`config.mk`:
```
export PLATFORM = sky130hd
export DESIGN_NAME = mem_stage
export DESIGN_NICKNAME = d
export VERILOG_FILES = /design/src/rtl/pipeline_pkg.sv /design/src/rtl/mem_stage_load_align.sv /design/src/rtl/mem_stage.sv
export SDC_FILE = /design/constraint.sdc
export NUM_CORES = 1
export LEC_CHECK = 0
export ABC_AREA = 1
export ABC_CLOCK_PERIOD_IN_PS = 1700
export BUFFER_PORTS_ARGS = -buffer_cell sky130_fd_sc_hd__buf_4
export CORE_MARGIN = 5
export CORE_UTILIZATION = 45
export DETAILED_ROUTE_END_ITERATION = 10
export PLACE_DENSITY = 0.77
export SLEW_MARGIN = 20
export SYNTH_ARGS = -nofsm -noshare
export SYNTH_HDL_FRONTEND = slang
export SYNTH_SLANG_ARGS = --single-unit
```
`constraint.sdc`:
```
create_clock -name clock -period 1.7 [get_ports clock]
set_clock_uncertainty 0.15 [all_clocks]
set_input_delay 0.17 -clock clock [delete_from_list [all_inputs] [get_ports clock]]
set_output_delay 0.17 -clock clock [all_outputs]
set_load 0.005 [all_outputs]
```
`src/rtl/pipeline_pkg.sv`:
```
// Shared pipeline definitions: memory-op encodings, memory-stage states,
// byte-lane count and small op-classification helpers.
package pipeline_pkg;

    localparam int BYTE_LANES = 4;

    typedef enum logic [2:0] {
        MEM_NONE = 3'd0,
        MEM_LW   = 3'd1,
        MEM_LBU  = 3'd2,
        MEM_LB   = 3'd3,
        MEM_SW   = 3'd4,
        MEM_SB   = 3'd5
    } mem_op_e;

    typedef enum logic {
        IDLE = 1'b0,
        WAIT = 1'b1
    } stage_state_e;

    // Encodings 6 and 7 fall through every helper and therefore behave as none.
    function automatic logic op_is_load(input logic [2:0] op);
        return (op == MEM_LW) || (op == MEM_LBU) || (op == MEM_LB);
    endfunction

    function automatic logic op_is_store(input logic [2:0] op);
        return (op == MEM_SW) || (op == MEM_SB);
    endfunction

    // Word accesses are the only ones with an alignment requirement.
    function automatic logic op_is_word(input logic [2:0] op);
        return (op == MEM_LW) || (op == MEM_SW);
    endfunction

endpackage

```
`src/rtl/mem_stage_load_align.sv`:
```
// Load formatting: picks the little-endian byte lane selected by the low
// address bits and zero/sign extends it, or passes the full word for lw.
module load_align
    import pipeline_pkg::*;
(
    input  logic [2:0]  mem_op,
    input  logic [1:0]  addr_lo,
    input  logic [31:0] rdata,
    output logic [31:0] data_out
);

    logic [7:0] byte_s;

    // Byte-lane select followed by extension according to the load type.
    always_comb begin
        case (addr_lo)
            2'd0:    byte_s = rdata[7:0];
            2'd1:    byte_s = rdata[15:8];
            2'd2:    byte_s = rdata[23:16];
            default: byte_s = rdata[31:24];
        endcase
        case (mem_op)
            MEM_LB:  data_out = {{24{byte_s[7]}}, byte_s};
            MEM_LBU: data_out = {24'd0, byte_s};
            default: data_out = rdata;
        endcase
    end

endmodule

```
`src/rtl/mem_stage.sv`:
```
// Memory-access stage: registers execute-stage results, runs loads/stores
// over a req/ack memory handshake and emits one write-back pulse per
// instruction. Back-pressures the execute stage while an access is pending.
module mem_stage
    import pipeline_pkg::*;
#(
    parameter int ADDR_W = 32,
    parameter int DATA_W = 32
) (
    input  logic                  clock,
    input  logic                  reset_n,
    input  logic                  ex_valid,
    output logic                  ex_ready,
    input  logic [ADDR_W-1:0]     ex_alu_result,
    input  logic [DATA_W-1:0]     ex_store_data,
    input  logic [2:0]            ex_mem_op,
    input  logic [4:0]            ex_dest_reg,
    input  logic                  ex_reg_write,
    output logic                  mem_req,
    output logic                  mem_we,
    output logic [ADDR_W-1:0]     mem_addr,
    output logic [DATA_W-1:0]     mem_wdata,
    output logic [BYTE_LANES-1:0] mem_be,
    input  logic                  mem_ack,
    input  logic [DATA_W-1:0]     mem_rdata,
    output logic                  wb_valid,
    output logic [DATA_W-1:0]     wb_data,
    output logic [4:0]            wb_dest_reg,
    output logic                  wb_reg_write,
    output logic                  misaligned
);

    stage_state_e          state_q, state_d;
    logic [2:0]            op_q, op_d;
    logic [1:0]            lane_q, lane_d;
    logic [4:0]            dest_q, dest_d;
    logic                  rw_q, rw_d;
    logic                  mem_req_q, mem_req_d;
    logic                  mem_we_q, mem_we_d;
    logic [ADDR_W-1:0]     mem_addr_q, mem_addr_d;
    logic [DATA_W-1:0]     mem_wdata_q, mem_wdata_d;
    logic [BYTE_LANES-1:0] mem_be_q, mem_be_d;
    logic                  wb_valid_q, wb_valid_d;
    logic [DATA_W-1:0]     wb_data_q, wb_data_d;
    logic [4:0]            wb_dest_q, wb_dest_d;
    logic                  wb_rw_q, wb_rw_d;
    logic                  mis_q, mis_d;
    logic [31:0]           align_data_s;

    load_align u_load_align (
        .mem_op   (op_q),
        .addr_lo  (lane_q),
        .rdata    (mem_rdata),
        .data_out (align_data_s)
    );

    // Next-state and next-output logic; everything holds unless changed,
    // pulses default low.
    always_comb begin
        state_d     = state_q;
        op_d        = op_q;
        lane_d      = lane_q;
        dest_d      = dest_q;
        rw_d        = rw_q;
        mem_req_d   = mem_req_q;
        mem_we_d    = mem_we_q;
        mem_addr_d  = mem_addr_q;
        mem_wdata_d = mem_wdata_q;
        mem_be_d    = mem_be_q;
        wb_valid_d  = 1'b0;
        wb_data_d   = wb_data_q;
        wb_dest_d   = wb_dest_q;
        wb_rw_d     = wb_rw_q;
        mis_d       = 1'b0;
        case (state_q)
            IDLE: begin
                if (ex_valid) begin
                    if (!op_is_load(ex_mem_op) && !op_is_store(ex_mem_op)) begin
                        // Non-memory instruction: pass straight to write-back.
                        wb_valid_d = 1'b1;
                        wb_data_d  = ex_alu_result;
                        wb_dest_d  = ex_dest_reg;
                        wb_rw_d    = ex_reg_write;
                    end else if (op_is_word(ex_mem_op) && (ex_alu_result[1:0] != 2'b00)) begin
                        // Misaligned word access is dropped without touching memory.
                        mis_d = 1'b1;
                    end else begin
                        state_d    = WAIT;
                        op_d       = ex_mem_op;
                        lane_d     = ex_alu_result[1:0];
                        dest_d     = ex_dest_reg;
                        rw_d       = ex_reg_write;
                        mem_req_d  = 1'b1;
                        mem_we_d   = op_is_store(ex_mem_op);
                        mem_addr_d = {ex_alu_result[ADDR_W-1:2], 2'b00};
                        if (ex_mem_op == MEM_SB) begin
                            mem_be_d    = 4'b0001 << ex_alu_result[1:0];
                            mem_wdata_d = {BYTE_LANES{ex_store_data[7:0]}};
                        end else begin
                            mem_be_d    = 4'b1111;
                            mem_wdata_d = ex_store_data;
                        end
                    end
                end else begin
                    state_d = IDLE;
                end
            end
            WAIT: begin
                if (mem_ack) begin
                    state_d    = IDLE;
                    mem_req_d  = 1'b0;
                    wb_valid_d = 1'b1;
                    wb_dest_d  = dest_q;
                    if (op_is_load(op_q)) begin
                        wb_data_d = align_data_s;
                        wb_rw_d   = rw_q;
                    end else begin
                        wb_rw_d   = 1'b0;
                    end
                end else begin
                    state_d = WAIT;
                end
            end
            default: begin
                state_d   = IDLE;
                mem_req_d = 1'b0;
            end
        endcase
    end

    // State and output registers with synchronous active-low reset.
    always_ff @(posedge clock) begin
        if (!reset_n) begin
            state_q     <= IDLE;
            op_q        <= 3'd0;
            lane_q      <= 2'd0;
            dest_q      <= 5'd0;
            rw_q        <= 1'b0;
            mem_req_q   <= 1'b0;
            mem_we_q    <= 1'b0;
            mem_addr_q  <= '0;
            mem_wdata_q <= '0;
            mem_be_q    <= '0;
            wb_valid_q  <= 1'b0;
            wb_data_q   <= '0;
            wb_dest_q   <= 5'd0;
            wb_rw_q     <= 1'b0;
            mis_q       <= 1'b0;
        end else begin
            state_q     <= state_d;
            op_q        <= op_d;
            lane_q      <= lane_d;
            dest_q      <= dest_d;
            rw_q        <= rw_d;
            mem_req_q   <= mem_req_d;
            mem_we_q    <= mem_we_d;
            mem_addr_q  <= mem_addr_d;
            mem_wdata_q <= mem_wdata_d;
            mem_be_q    <= mem_be_d;
            wb_valid_q  <= wb_valid_d;
            wb_data_q   <= wb_data_d;
            wb_dest_q   <= wb_dest_d;
            wb_rw_q     <= wb_rw_d;
            mis_q       <= mis_d;
        end
    end

    assign ex_ready     = (state_q == IDLE);
    assign mem_req      = mem_req_q;
    assign mem_we       = mem_we_q;
    assign mem_addr     = mem_addr_q;
    assign mem_wdata    = mem_wdata_q;
    assign mem_be       = mem_be_q;
    assign wb_valid     = wb_valid_q;
    assign wb_data      = wb_data_q;
    assign wb_dest_reg  = wb_dest_q;
    assign wb_reg_write = wb_rw_q;
    assign misaligned   = mis_q;

endmodule

```
Yosys cells after proc, flatten, opt, wreduce, memory -nomap -nowiden:

Index checks and enable logic that the tools add are counted.
W data, S select, Z words.

* bits of input ports: 109
* output and inout port bits: 111
* logic and storage cells: 87
* bits in registers: 120

* reductions and logical operators: 17
* mux-type cells: 33
* bitwise operators: 5
* shift operators: 1
* eq/ne operators: 16

Operator list (number)
* $mux W32: 5
* $pmux W32 S2: 2
* $pmux W8 S3: 1
* $mux W1: 16
* $mux W5: 3
* $eq A3 B2 Y1 const B: 4
* $reduce_and A4 Y1: 3
* $pmux W5 S2: 1
* $ne A2 B2 Y1 const B: 4
* $pmux W1 S2: 4
* $eq A3 B1 Y1 const B: 2
* $eq A3 B3 Y1 const B: 2
* $logic_or A1 B1 Y1: 6
* $not A1 Y1: 5
* $mux W4: 1
* $ne A2 B1 Y1 const B: 2
* $reduce_or A4 Y1: 1
* $shl A1 B2 Y4 const A: 1
* $reduce_and A3 Y1: 1
* $eq A2 B1 Y1 const B: 1
* $eq A2 B2 Y1 const B: 1
* $logic_and A1 B1 Y1: 2
* $logic_not A1 Y1: 2
* $logic_not A2 Y1: 1
* $reduce_bool A2 Y1: 1

Longest topological paths before layout:

Gate-level depths: netlist (run 1).

* depth after elaboration: 8
* mapped depth: 11
* depth with buffers taken out: 9

By module:

Synthesis (run 1) repeated with hierarchy kept, for this count alone.

* cell total of the unflattened synthesis: 963
* area, all modules: 6182.2 um2

Modules (own cells, without submodules)
* mem_stage: cells an instance 840, times used 1, area each 5637.9 um2
* load_align: cells an instance 123, times used 1, area each 544.3 um2

Worst setup path before layout (run 1):

No wires, ideal clock.

* kind: register to register
* start: register lane_q[0]
* end: register wb_data_q[26] (netlist: wb_data[26])
* arrival: 1.337 ns
* slack: 0.084 ns
* cell stages (with the launch flop): 9
* path through: dfxtp_1 > buf_2 > nand2_1 > or2_2 > nand3_2 > buf_2 > nand2_1 > nand2_1 > a21oi_1

* cells in the longest elaborated chain, start to end: 6
* elaborated cells on any way between the ends: 8
* classes of those cells: 2 x eq/ne; 5 x mux; 1 x reduce/logical

Ends and longest elaborated chain
* start, declared: line mem_stage.sv:35 `logic [1:0] lane_q, lane_d;`
* start signal, assigned: line mem_stage.sv:152 `lane_q <= lane_d;`
* $eq A2 B2 Y1, or another cell as far along: line mem_stage_load_align.sv:16 `case (addr_lo)`
* $pmux W8 S3 *: line mem_stage_load_align.sv:16
* $pmux W32 S2 *: line mem_stage_load_align.sv:22 `case (mem_op)`
* $mux W32 *: line mem_stage.sv:114 `if (op_is_load(op_q)) begin`
* $mux W32 *: line mem_stage.sv:109 `if (mem_ack) begin`
* $pmux W32 S2 *: line mem_stage.sv:75 `case (state_q)`
* end signal, assigned: line mem_stage.sv:161 `wb_data_q <= wb_data_d;`
* end, declared: line mem_stage.sv:44 `logic [DATA_W-1:0] wb_data_q, wb_data_d;`

Every way passes the cells marked *; elsewhere a longest branch is shown, timed or not. The select of a mux whose other input is x is not followed.
A chain may end at the register's enable or synchronous reset.

Final worst setup path (run 1):

* start: register state_q
* end: output port ex_ready

* cells in the longest elaborated chain, start to end: 1

Ends and longest elaborated chain
* start, declared: line mem_stage.sv:33 `stage_state_e state_q, state_d;`
* start signal, assigned: line mem_stage.sv:150 `state_q <= state_d;`
* $not A1 Y1 (no line)
* end, declared: line mem_stage.sv:13 `output logic ex_ready,`

No other way between the ends.

==> reports/qor.csv, run 1 <==
metric,value,unit
p_clk_frac,0.397,
path_clk_slew,0.05,ns
holdPathStages,5,
r2r-end,wb_data[12]$_SDFFE_PN0P_,
multi_input_area,2990,um^2
synth-simple-area-share,0.407,
final_area,9840,um^2
mostFrequentLayoutCells,"nand2_1, buf_4, nor2_1, dfxtp_1, inv_1",
io_pins,220,
core,13100,um^2
async_flop_share,0,
cp_max_fo,16,
min_from,mem_rdata[2],
crit_path_frequent_cell,buf_4,
r2r_slack,0.09,ns
cts_made_buffers,17,
die-area,15700,um^2
p_leak,5.21,nW
fin_crit_sh,0.973,
synth_fa_ha_area_frac,0,
grt_pass1_wl,35000,um
htree_levels,4,
crit_path_end_kind,primary output,
drtPass1Iterations,9,
grt_max_degree,53,
cp_cell_sequence,buf_4 -> inv_4 -> buf_12 -> buf_4,
cap_violations,0,
io_buffers,217,
synthFlopType,dfxtp_1,
cts_sinks,120,
first_global_vias,7060,
synth_compound_area_frac,0.0820,
wl,23400,um
num_vias,7482,
die_h,125,um
cts_buffer_depth,2,
slowest_stage,dfxtp_4,
setup_viol,0,
synth.distinct_cells,24,
period_needed,1.65,ns
comb_power_share,0.243,
hpwlAfterDp,13800,um
clock.fmax,604,MHz
root_buffer,clkbuf_16,
slew_violations,0,
hp-class,input port to flop,
grt_busiest_layer,met2,
synth-seq-area-share,0.401,
startpoint_type,flop,
globalRouteMet1Util,0.322,
irDropWorstVdd,676,uV
worst_skew_pair.late_latency,0.41,ns
yosysWarnings,0,
critPathKind,flop to primary output,
synthXorXnorAreaFrac,0,
grt.met3_usage,0.0733,
mostFrequentLayoutCell,nand2_1,
vias_per_cell,4.99,
power.total,8.95,mW
overflow,0,
slowest_delay,0.37,ns
status,"finished, violations left",
synth.area.mux_share,0,
reg2reg_depth,7,
num_rows,42,
nNetsFinal,1419,
syn_avg_cell_area,6.02,um^2
holdPathEnd,wb_data[2]$_SDFFE_PN0P_,
post_dp_cell_area,7960,um^2
ant_nets,0,
drtIter0Drc,636,
violations,design-rule violations,
switching_power,2.49,mW
grt_setup_unrepaired,no,
power.density,909,nW/um^2
synthesis.area,5990,um^2
drc,1,
switching_share,0.279,
worstReg2RegStart,op_q[1]$_SDFFE_PN0P_,
fillers,945,
cts_tree,yes,
seqPwrFrac,0.360,
synth-edff-count,0,
synth_top_family_by_area,simple AND/OR/NAND/NOR gates,
initial_core_util,0.456,
routedWlPerCell,15.6,um
tns,0,ns
cp.arrival,1.33,ns
grt_usage,0.272,
antenna_found_initial,1,
register_area,2410,um^2
syn_inst,996,
area_growth,64.2,%
die_w,125,um
drive_gt1_frac,0.236,
hold-worst-slack,0.00814,ns
gp_congestion,0.934,
ys_seq_elements,120,
finalHoldViolCount,0,
intPower,6.45,mW
grt_use_met2,0.449,
required,1.38,ns
-- synthesized netlist by cell type (3+ instances only) --
master    instances  share of area
buf_2            14          0.012
nand2_1         345           0.22
dfxtp_1         120           0.40
buf_4             3         0.0038
buf_1             8         0.0050
nand3_1          61          0.051
nor2_1          190           0.12
clkbuf_1         36          0.023
inv_1           103          0.065
nand3b_1         10          0.013
a21oi_1          70          0.058
o21ai_0          23          0.019
-- power groups by stage --
| stage | logic (mW) | registers, mW | clock network [mW] |
|---|---|---|---|
| final | 2.17 | 3.22 | 3.55 |
| after global routing | 2.38 | 3.24 | 3.72 |
| after CTS | 1.98 | 3.21 | 3.57 |
| after detailed placement | 1.76 | 3.26 | 0 |
| after global placement | 1.74 | 3.26 | 0 |
| after floorplan | 0.888 | 3.26 | 0 |
-- worst max-delay path, delay by kind of cell (launching register included) --
family / cells / cell delay, ns
buf+inv: 4 / 0.55
flops: 1 / 0.37
-- layout make-up --
class                      count  area share
multi-input combinational    710       0.304
clock inverter                 8     0.00966
antenna                        1    0.000254
timing repair buffer         355       0.328
inverter                     106      0.0420
tap                          176      0.0224
sequential                   120       0.245
clock buffer                  23      0.0496
-- what timing repair did --
item,CTS,global route
endpoints found under the setup margin,1,108
endpoints found under the hold margin,106,3
pin swaps,0,4
hold buffers,94,2
buffers inserted,0,3
cloned,2,8
resized for setup,2,29
-- cells by family after synthesis --
| kind of cell | count (synthesis) |
|---|---|
| flip-flops | 120 |
| other | 1 |
| AO/OA/AOI/OAI | 96 |
| buffers and inverters | 167 |
| AND/OR/NAND/NOR | 612 |
-- through the flow --
stage / setup WS, ns / instances / utilization
floorplan: 0.0843 / 997 / -
global route: 0.00680 / 1499 / 0.749
global placement: 0.100 / 1360 / 0.606
finish: 0.0452 / 1499 / 0.749
CTS: 0.0293 / 1487 / 0.727
detailed placement: 0.0354 / 1360 / 0.606
-- metal layers --
metal / wire, um / vias up
met5: 0 / -
met4: 1270 / 0
met3: 1890 / 97
met2: 11400 / 384
met1: 8900 / 3343
li1: - / 3658
-- how the worst max path moves through the flow --
stage	from	endpoint	slack, ns
CTS	ex_mem_op[2]	op_q[2]$_SDFFE_PN0P_	0.03
finish	state_q$_SDFF_PN0_	ex_ready	0.05
floorplan	lane_q[0]$_SDFFE_PN0P_	wb_data[26]$_SDFFE_PN0P_	0.08
global placement	state_q$_SDFF_PN0_	wb_data[5]$_SDFFE_PN0P_	0.10
detailed placement	state_q$_SDFF_PN0_	wb_data[20]$_SDFFE_PN0P_	0.04
global route	state_q$_SDFF_PN0_	ex_ready	0.007
Note: power is estimated with default switching activity, not from simulation.
==> inputs of run 2 (changes only) <==
--- a/config.mk
+++ b/config.mk
@@ -8,6 +8,7 @@
 export ABC_AREA = 1
 export ABC_CLOCK_PERIOD_IN_PS = 1700
 export BUFFER_PORTS_ARGS = -buffer_cell sky130_fd_sc_hd__buf_4
+export CORE_ASPECT_RATIO = 0.7
 export CORE_MARGIN = 5
 export CORE_UTILIZATION = 45
 export DETAILED_ROUTE_END_ITERATION = 10
==> run 2 against run 1 <==
  * The run now ends clean
  * Critical path type unchanged
  * Worst hold slack improved by 0.0046 ns
  * Core utilization decreased by 2.6 points
  * Highest routed layer unchanged
  * Clock power increased by 6.8%
  * Die area increased by 0.23%
  * Global-route usage decreased by 0.23 points
  * Largest cell class is now multi-input gates
  * First-iteration DRC count decreased by 28%
  * Design area decreased by 3.8%
  * Largest power group unchanged
==> reports/qor.csv, run 2 (synthesis gave the netlist of run 1 again) <==
metric,value,unit
tns,0,ns
required,1.38,ns
path_clk_slew,0.06,ns
cts_buffer_depth,2,
die_h,107,um
fin_cells,1465,
die_w,148,um
mostFrequentLayoutCells,"nand2_1, buf_4, nor2_1, dfxtp_1, inv_1",
antenna_found_initial,0,
core,13100,um^2
first_global_vias,6761,
fin_crit_sh,0.958,
slew_violations,0,
startpoint_type,flop,
slowest_stage,dfxtp_2,
grt_max_degree,65,
grt_usage,0.270,
io_buffers,217,
status,"complete, no violations",
dp_cells,1352,
worst_skew_pair.late_latency,0.41,ns
cts_sinks,120,
power.density,953,nW/um^2
diodes,0,
num_rows,35,
grt_pass1_wl,34300,um
cap_violations,0,
die-area,15800,um^2
drc,0,
initial_core_util,0.458,
cp_max_fo,32,
fillers,1000,
crit_path_end_kind,primary output,
vias_per_cell,4.88,
cp_cell_sequence,inv_2 -> buf_12 -> buf_4,
ant_nets,0,
slowest_delay,0.37,ns
irDropWorstVdd,700,uV
clock.fmax,614,MHz
cts_tree,yes,
num_vias,7155,
nNetsFinal,1395,
gp_congestion,0.902,
wl,21900,um
cp.arrival,1.31,ns
area_growth,58.0,%
drive_gt1_frac,0.230,
finalHoldViolCount,0,
routedWlPerCell,15.0,um
setup_viol,0,
grt_setup_unrepaired,no,
crit_family,buffers and inverters,
htree_levels,4,
drtPass1Iterations,5,
hp-class,input port to flop,
cts_made_buffers,17,
mostFrequentLayoutCell,nand2_1,
period_needed,1.63,ns
drtIter0Drc,461,
hpwlAfterDp,14500,um
root_buffer,clkbuf_16,
critPathKind,flop to primary output,
io_pins,220,
cp_num_buf_inv,3,
overflow,0,
p_leak,5.04,nW
run 2: metal layers:
metal	wire, um	track usage	vias to the layer above
met4	527	0.0956	0
li1	-	-	3610
met1	9640	0.365	3163
met3	1920	0.0626	47
met2	9840	0.423	335
met5	0	0	-
run 2: final timing paths:
check | start | to | slack [ns] | cells past startpoint
worst max-delay path | state_q$_SDFF_PN0_ | ex_ready | 0.07 | 3
worst min-delay path | ex_dest_reg[2] | dest_q[2]$_SDFFE_PN0P_ | 0.01 | 5
worst max register to register | lane_q[1]$_SDFFE_PN0P_ | wb_data[9]$_SDFFE_PN0P_ | 0.13 | 9
worst min register to register | mem_be[2]$_SDFFE_PN0P_ | mem_be[2]$_SDFFE_PN0P_ | 0.32 | 2
run 2: tightest hold or removal path: stages:
cell	delay (ns)
buf_4	0.08
inv_1	0.05
nand3_1	0.08
nand2_1	0.06
nor2_1	0.10
run 2: per-stage QoR:
step           power, mW  hold slack (ns)  utilization  area, um^2  setup slack (ns)
2_1_floorplan       4.15            0.209            -        6000            0.0843
3_3_place_gp        5.04            0.299        0.611        8000             0.112
3_5_place_dp        5.07            0.310        0.611        8000            0.0277
4_1_cts             9.00         0.000353        0.719        9420            0.0134
5_1_grt             9.43           0.0199        0.723        9470           0.00811
6_report            9.02           0.0128        0.723        9470            0.0709
run 2: where the power goes:
group / leakage [nW] / internal (mW) / switching [mW]
clock network: 0.296 / 2.40 / 1.39
logic: 3.76 / 0.993 / 1.02
registers: 0.988 / 3.07 / 0.149
total: 5.04 / 6.46 / 2.56
run 2: layout make-up:
class,count,area [um^2],share of cell area
Timing Repair Buffer,331,2870,0.303
Multi-Input combinational cell,710,2960,0.313
Clock buffer,19,453,0.0478
Inverter,106,400,0.0423
Sequential cell,120,2410,0.254
Clock inverter,13,170,0.0180
Tap cell,166,208,0.0219
run 2: what timing repair did:
action / in CTS / in global routing
cloned: 0 / 1
resized for setup: 1 / 10
hold buffers: 80 / 0
endpoints found under the setup margin: 2 / 77
pin swaps: 0 / 0
buffers inserted: 0 / 0
hold endpoints to repair: 101 / 0
